<file path="src/rtl/param_fir.sv">
`default_nettype none
// ============================================================================
// Module      : param_fir
// Description : Parameterised unsigned FIR filter with a three-register
//               pipeline (delay line / products / rounded-saturated sum),
//               fill tracking, synchronous flush and asynchronous reset.
// Revision    : 1.0 - initial release
// ============================================================================
module param_fir #(
    parameter int                        DATA_W = 8,
    parameter int                        NTAPS  = 5,
    parameter int                        COEF_W = 8,
    parameter logic [NTAPS*COEF_W-1:0]   COEFS  = {8'd1, 8'd2, 8'd3, 8'd2, 8'd1},
    parameter int                        SHIFT  = 3
) (
    input  logic              clk,
    input  logic              rst_n,
    input  logic              clear,
    input  logic              in_valid,
    input  logic [DATA_W-1:0] in_data,
    output logic              out_valid,
    output logic [DATA_W-1:0] out_data
);

    localparam int c_PROD_W = DATA_W + COEF_W;
    localparam int c_ACC_W  = c_PROD_W + $clog2(NTAPS);
    // One extra bit so the rounding constant can never wrap the sum.
    localparam int c_RND_W  = c_ACC_W + 1;
    localparam int c_CNT_W  = $clog2(NTAPS + 1);

    logic [DATA_W-1:0]   r_x [NTAPS];
    logic [c_PROD_W-1:0] r_p [NTAPS];
    logic [c_CNT_W-1:0]  r_cnt;
    logic                r_v1;
    logic                r_v2;

    logic                w_accept;
    logic                w_fills;
    logic [c_ACC_W-1:0]  w_sum;
    logic [c_RND_W-1:0]  w_rnd;
    logic [c_RND_W-1:0]  w_shr;
    logic [DATA_W-1:0]   w_sat;

    // clear takes priority, so a sample presented with clear is dropped.
    assign w_accept = in_valid & ~clear;
    // The accepted sample completes the window when NTAPS-1 are already held.
    assign w_fills  = (r_cnt >= c_CNT_W'(NTAPS - 1));

    // S1: delay line, fill counter and first-stage valid.
    always_ff @(posedge clk or negedge rst_n) begin
        if (!rst_n) begin
            for (int k = 0; k < NTAPS; k++) r_x[k] <= '0;
            r_cnt <= '0;
            r_v1  <= 1'b0;
        end else if (clear) begin
            for (int k = 0; k < NTAPS; k++) r_x[k] <= '0;
            r_cnt <= '0;
            r_v1  <= 1'b0;
        end else begin
            r_v1 <= w_accept & w_fills;
            if (w_accept) begin
                r_x[0] <= in_data;
                for (int k = 1; k < NTAPS; k++) r_x[k] <= r_x[k-1];
                if (r_cnt != c_CNT_W'(NTAPS)) r_cnt <= r_cnt + 1'b1;
            end
        end
    end

    // S2: per-tap products; they track the delay line, the valid bit qualifies them.
    always_ff @(posedge clk or negedge rst_n) begin
        if (!rst_n) begin
            for (int k = 0; k < NTAPS; k++) r_p[k] <= '0;
            r_v2 <= 1'b0;
        end else begin
            for (int k = 0; k < NTAPS; k++) begin
                r_p[k] <= c_PROD_W'(r_x[k]) * c_PROD_W'(COEFS[k*COEF_W +: COEF_W]);
            end
            r_v2 <= clear ? 1'b0 : r_v1;
        end
    end

    // Adder tree over all products, wide enough to never overflow.
    always_comb begin
        w_sum = '0;
        for (int k = 0; k < NTAPS; k++) begin
            w_sum = w_sum + c_ACC_W'(r_p[k]);
        end
    end

    generate
        if (SHIFT > 0) begin : g_round
            assign w_rnd = c_RND_W'(w_sum) + (c_RND_W'(1) << (SHIFT - 1));
        end else begin : g_no_round
            assign w_rnd = c_RND_W'(w_sum);
        end
    endgenerate

    assign w_shr = w_rnd >> SHIFT;
    assign w_sat = (|w_shr[c_RND_W-1:DATA_W]) ? {DATA_W{1'b1}} : w_shr[DATA_W-1:0];

    // S3: output register; data only moves on a valid result so it holds otherwise.
    always_ff @(posedge clk or negedge rst_n) begin
        if (!rst_n) begin
            out_valid <= 1'b0;
            out_data  <= '0;
        end else if (clear) begin
            out_valid <= 1'b0;
        end else begin
            out_valid <= r_v2;
            if (r_v2) out_data <= w_sat;
        end
    end

endmodule
`default_nettype wire

</file>
<file path="config.mk">
export PLATFORM = sky130hd
export DESIGN_NAME = param_fir
export DESIGN_NICKNAME = d
export VERILOG_FILES = /design/src/rtl/param_fir.sv
export SDC_FILE = /design/constraint.sdc
export NUM_CORES = 1
export LEC_CHECK = 0
export CAP_MARGIN = 20
export CORE_ASPECT_RATIO = 1.4
export CORE_UTILIZATION = 50
export DETAILED_ROUTE_END_ITERATION = 6
export PLACE_DENSITY = 0.68
export SLEW_MARGIN = 10
export SYNTH_ARGS = -nofsm -noshare
export SYNTH_HDL_FRONTEND = slang
export SYNTH_SLANG_ARGS = --single-unit
</file>
<file path="constraint.sdc">
create_clock -name clk -period 8.67 [get_ports clk]
set_clock_uncertainty 0.15 [all_clocks]
set_input_delay 2.601 -clock clk [delete_from_list [all_inputs] [get_ports clk]]
set_output_delay 2.601 -clock clk [all_outputs]
set_load 0.02 [all_outputs]
</file>
==> results of run 1 <==
-- stage by stage --
stage,total power (uW),hold WS [ns]
6_report,927,0.228
5_1_grt,966,0.242
4_1_cts,938,0.230
3_5_place_dp,567,0.209
3_3_place_gp,565,0.208
2_1_floorplan,534,0.203
-- routing by layer --
metal	wire [um]	vias to the layer above
li1	-	1341
met1	3390	1347
met2	3570	36
met3	167	14
met4	184	0
met5	0	-
-- state kept, by name, summed over array words and instances (netlist names) --
name	flops
r_x	40
r_v2	1
r_v1	1
r_p	42
out_valid	1
out_data	8
r_cnt	3
-- layout make-up --
class,instances,area [um^2]
Fill cell,733,3790
Sequential cell,96,2400
Multi-Input combinational cell,221,1960
Inverter,79,297
Clock buffer,9,225
Timing Repair Buffer,23,215
Tap cell,107,134
Clock inverter,7,56.3
-- worst reg2reg max path, cell delays in order, from the launching register on --
cell	delay, ns
dfrtp_1	0.32
inv_1	0.05
fa_1	0.53
inv_1	0.05
fa_1	0.49
inv_1	0.05
fa_1	0.49
inv_1	0.04
ha_1	0.37
a211o_1	0.33
a211o_1	0.27
a41oi_2	0.28
o311ai_2	0.19
o22a_1	0.26
-- path summary, 6_finish.rpt --
path / endpoint / slack, ns / cells past startpoint
min in group asynchronous: r_p[66] / 1.99 / 1
worst min-delay path: r_p[5] / 0.23 / 0
worst max register to register: out_data[3] / 4.69 / 13
worst min register to register: r_p[5] / 0.23 / 0
worst max-delay path: out_data[3] / 4.15 / 5
max in group asynchronous: r_p[23] / 5.19 / 2
-- report_power, final --
| part | total [uW] | switching, uW | internal [uW] |
|---|---|---|---|
| combinational | 86.9 | 49.1 | 37.8 |
| clock | 370 | 173 | 197 |
| sequential | 470 | 8.98 | 462 |
| total | 927 | 231 | 696 |
-- layout by cell type (no fill, tap or decap), types with 7 or more instances in the layout --
cell type        instances
dfrtp_1                 96
inv_1                   79
nor2_1                  47
mux2i_1                 41
ha_1                    26
fa_1                    24
clkdlybuf4s50_1         18
a21oi_1                 10
nand2_1                 10
clkbuf_16                9
xnor2_1                  7
-- cell usage after synthesis (all sizes together) (2+ instances only) --
cell type,instances
ha,26
nor3,4
o211ai,3
dfrtp,96
inv,79
a21o,3
nor2,47
a21oi,10
buf,5
nand2,10
clkbuf,6
fa,24
nand2b,4
nand3,3
o311ai,2
a211oi,3
nor2b,5
a211o,3
o22a,6
xor2,2
o21ai,6
o21a,4
mux2i,41
xnor2,7
-- kinds of logic (layout without fill, tap and decap cells) --
| logic type | Yosys count | after routing | synth area share, % |
|---|---|---|---|
| flip-flops | 96 | 96 | 51.1 |
| buffers and inverters | 90 | 118 | 7.22 |
| AND/OR/NAND/NOR | 75 | 75 | 6.87 |
| adder cells (fa/ha/maj) | 50 | 50 | 17.2 |
| AO/OA/AOI/OAI | 46 | 46 | 7.22 |
| multiplexers | 41 | 41 | 8.73 |
| XOR/XNOR | 9 | 9 | 1.68 |
==> impl_metrics.tcl, run 1 <==
set metrics [dict create \
    clk_pin_slew_ns 0.07 \
    syn_inst 407 \
    synth.distinct_cells 34 \
    ir_worst_vdd_v 0.0000965 \
    cts_resized 0 \
    rr_startpoint "r_p[6]" \
    clock_latency_ns 0.34 \
    hold_viol 0 \
    grt.met1_usage_pct 21.9 \
    fmax_mhz 221 \
    die_area_mm2 0.00979 \
    cts_root_buf "clkbuf_16" \
    rows 41 \
    coreArea_mm2 0.00908 \
    max_stage_delay_ns 0.69 \
    hp-class "flop to flop" \
    ant_nets 0 \
    required_ns 8.75 \
    setup_slack_ns 4.15 \
    antenna_found_initial 0 \
    relSlewSlack_pct 41.0 \
    critical_path_buf_inv_count 2 \
    fin_crit_sh_pct 52.1 \
    clock-sinks 96 \
    dr_total_vias 2738 \
    die_h_um 117 \
    rsz0062_at_grt "no" \
    yosysTopAreaCell "dfrtp_1" \
    die_w_um 83.9 \
    first_global_vias 2910 \
    leakagePower_uw 0.00279 \
    drv_slew 0 \
    diodes 0 \
    status "complete, but fails checks" \
    cap_violations 0 \
    ys.flop_type "dfrtp_1" \
    crit_path_start "clear" \
    finalWeightedCongestion 0.770 \
    crit_fanout 46 \
    nNetsFinal 492 \
    setup_viol 0 \
    grt_usage_pct 17.7 \
    layoutNonFillerInstCount 542 \
    tightestPinTransition_ns 0.885 \
    hold_buffers 0 \
    area_growth_pct 12.5 \
    hpwl_um 5240 \
    place_area_mm2 0.00500 \
    syn_nets 469 \
    critical_path.top_delay_family "simple AND/OR/NAND/NOR gates" \
    p_per_area_mw_per_mm2 175 \
    grtUsageMet3_pct 4.24 \
    failed_checks "design-rule violations" \
    pin_count 21 \
    grt_first_pass_wirelength_um 13300 \
    wire_per_inst_um 13.5 \
    grt_max_degree 73 \
    synth_top_area_share_pct 51.1 \
    viasPerCell 5.05 \
    synth.area.top_cells "dfrtp_1, fa_1, mux2i_1" \
    cp.arrival_ns 4.60 \
    start_kind "input port" \
    yosys_warnings 0 \
    post-route-min-period_ns 4.52 \
    drt-pass1-iter-count 6 \
    grt_overflow 0 \
    worst_setup_path_end_kind "flop" \
    min_from "r_x[5]" \
    met2_usage_pct 29.4 \
    io_buffers 20 \
    remaining_drc_errors 6 \
    worstPathCellList "clkdlybuf4s50_1, buf_4, nor2b_1, o311ai_2, o22a_1" \
    wl_um 7310 \
    netlist_area_mm2 0.00470 \
    postLayoutCellArea_mm2 0.00529 \
    fin_tns_setup_ns 0 \
    cts_max_level 3 \
    async_flop_share_pct 100 \
    cp_slowest_cell "nor2b_1" \
    post-cts-setup-buffer-count 0 \
    syn_avg_cell_area_um2 11.5 \
    synth_seq_area_share_pct 51.1 \
    synth-seq-cells 96 \
    final_util_pct 58.2 \
    drtIter0Drc 159 \
    cts_buffers 9 \
    start_util_pct 51.7 \
    clk_path_buf_depth 2 \
    busiest_layer "met2" \
    path_class "input port to flop" \
    final_layout_size_suffix_gt1_share_pct 5.52 \
    synth_edf_count 0 \
    dp_cells 526 \
    cts_tree "yes" \
    dp_slack_ns 3.78 \
]
Note: power is estimated with default switching activity, not from simulation.
==> run 2: changes to the inputs <==
==> constraint.sdc (replaced) <==
create_clock -name clk -period 4.71 [get_ports clk]
set_clock_uncertainty 0.15 [all_clocks]
set_input_delay 1.413 -clock clk [delete_from_list [all_inputs] [get_ports clk]]
set_output_delay 1.413 -clock clk [all_outputs]
set_load 0.02 [all_outputs]
==> run 2 against run 1 <==
Compared with the run above:
- the flow still finishes with violations (design-rule violations)
- count of clock-buffer cells in the layout is the same
- wire length grew 3.2%
- via count grew 0.69%
- critical endpoint is now out_data[2]
- critical path type is now flop to flop
- final cell count grew 0.37%
- core utilization grew 0.61 points
- register-to-register slack lost 3.9 ns
==> impl_metrics.tcl, run 2 (synthesis gave the netlist of run 1 again) <==
set metrics [dict create \
    reg.largest.list "r_p (42), r_x (40), out_data (8)" \
    hp-class "flop to flop" \
    grt_usage_pct 18.0 \
    rows 41 \
    wire_per_inst_um 13.9 \
    pin_count 21 \
    die_w_um 83.9 \
    clock-sinks 96 \
    hold_viol 0 \
    top_register "r_p" \
    wl_um 7540 \
    nNetsFinal 494 \
    p_per_area_mw_per_mm2 337 \
    start_util_pct 51.7 \
    cp.arrival_ns 4.04 \
    ant_nets 0 \
    post-cts-setup-buffer-count 0 \
    layoutNonFillerInstCount 544 \
    fmax_mhz 252 \
    drtIter0Drc 108 \
    viasPerCell 5.07 \
    path_class "flop to flop" \
    antenna_found_initial 0 \
    leakagePower_uw 0.00283 \
    die_area_mm2 0.00979 \
    final_cell_mix "dfrtp_1, inv_1, nor2_1" \
    remaining_drc_errors 6 \
    hpwl_um 5270 \
    clock_latency_ns 0.34 \
    relSlewSlack_pct 60.6 \
    setup_viol 0 \
    fin_tns_setup_ns 0 \
    clk_path_buf_depth 2 \
    grt_max_degree 47 \
    worst_setup_path_end_kind "flop" \
    failed_checks "design-rule violations" \
    ir_worst_vdd_v 0.000211 \
    cts_resized 0 \
    finalWeightedCongestion 0.799 \
    final_common_cell "dfrtp_1" \
    grt_first_pass_wirelength_um 13500 \
    dp_cells 528 \
    worstPathCellList "inv_1, fa_1, inv_1, fa_1, inv_1, fa_1, inv_1, ha_1, a211o_1, a211o_1, a41oi_2, o311ai_2, o22a_1" \
    die_h_um 117 \
    fill_cells 713 \
    multiInputGateArea_mm2 0.00196 \
    cp_slowest_cell "fa_1" \
    diodes 0 \
    area_growth_pct 13.7 \
    io_buffers 20 \
    first_global_vias 2859 \
    cap_violations 0 \
    cts_root_buf "clkbuf_16" \
    fin_crit_sh_pct 84.1 \
    dr_total_vias 2757 \
    tightestPinTransition_ns 0.584 \
    clk_pin_slew_ns 0.07 \
    start_kind "flop" \
    grt_overflow 0 \
    drt-pass1-iter-count 6 \
    required_ns 4.79 \
    largest_reg_flops 42 \
    cts_max_level 3 \
    crit_fanout 6 \
    max_stage_delay_ns 0.55 \
    cts_buffers 9 \
    cpMostUsedCell "inv_1" \
    final_layout_size_suffix_gt1_share_pct 5.95 \
    status "complete, but fails checks" \
    drv_slew 0 \
    coreArea_mm2 0.00908 \
    rsz0062_at_grt "no" \
    hold_buffers 0 \
    post-route-min-period_ns 3.96 \
    register_area_mm2 0.00240 \
    cts_tree "yes" \
]
==> run 2: per-layer routing <==
metal	vias to the layer above	GRT usage [%]	share of wire, %
met2	34	30.5	51
li1	1349	-	-
met3	11	3.53	2.4
met4	0	8.74	2.1
met5	-	0	0
met1	1363	22.3	45
==> run 2: cell type report <==
class | count | area share, %
Inverter | 79 | 5.55
Tap cell | 107 | 2.51
Clock buffer | 9 | 4.22
Multi-Input combinational cell | 221 | 36.6
Clock inverter | 7 | 1.80
Timing Repair Buffer | 25 | 4.31
Sequential cell | 96 | 45.0
==> run 2: path summary, 6_finish.rpt <==
check                      cells past startpoint   start          end  slack, ns
max                                           13  r_p[6]  out_data[2]       0.75
min                                            0  r_x[5]       r_p[5]       0.23
max reg2reg                                   13  r_p[6]  out_data[2]       0.75
min reg2reg                                    0  r_x[5]       r_p[5]       0.23
max in group asynchronous                      2   rst_n      r_x[30]       2.70
min in group asynchronous                      1   rst_n      r_x[32]       0.93
==> run 2: through the flow <==
stage	area [um^2]	setup WS [ns]	total power, uW	hold slack (ns)	utilization (%)
3_5_place_dp	5020	0.748	1050	0.213	55.3
4_1_cts	5340	0.722	1830	0.228	58.8
3_3_place_gp	5020	0.847	1040	0.208	55.3
5_1_grt	5340	0.575	1880	0.237	58.8
6_report	5340	0.749	1800	0.226	58.8
2_1_floorplan	4700	0.970	983	0.203	-
==> run 2: power breakdown <==
| part | switching (uW) | leakage [uW] | internal [uW] |
|---|---|---|---|
| clock network | 309 | 0.000159 | 466 |
| logic | 91.3 | 0.00135 | 70.0 |
| registers | 16.2 | 0.00132 | 850 |
| total | 417 | 0.00283 | 1390 |
==> run 2: worst max-delay path, delay by kind of cell (launching register included) <==
family                     cells  cell delay (ns)
AOI/OAI and AO/OA              5             1.28
adders and majority gates      4             1.90
buffers and inverters          4             0.20
DFF                            1             0.32
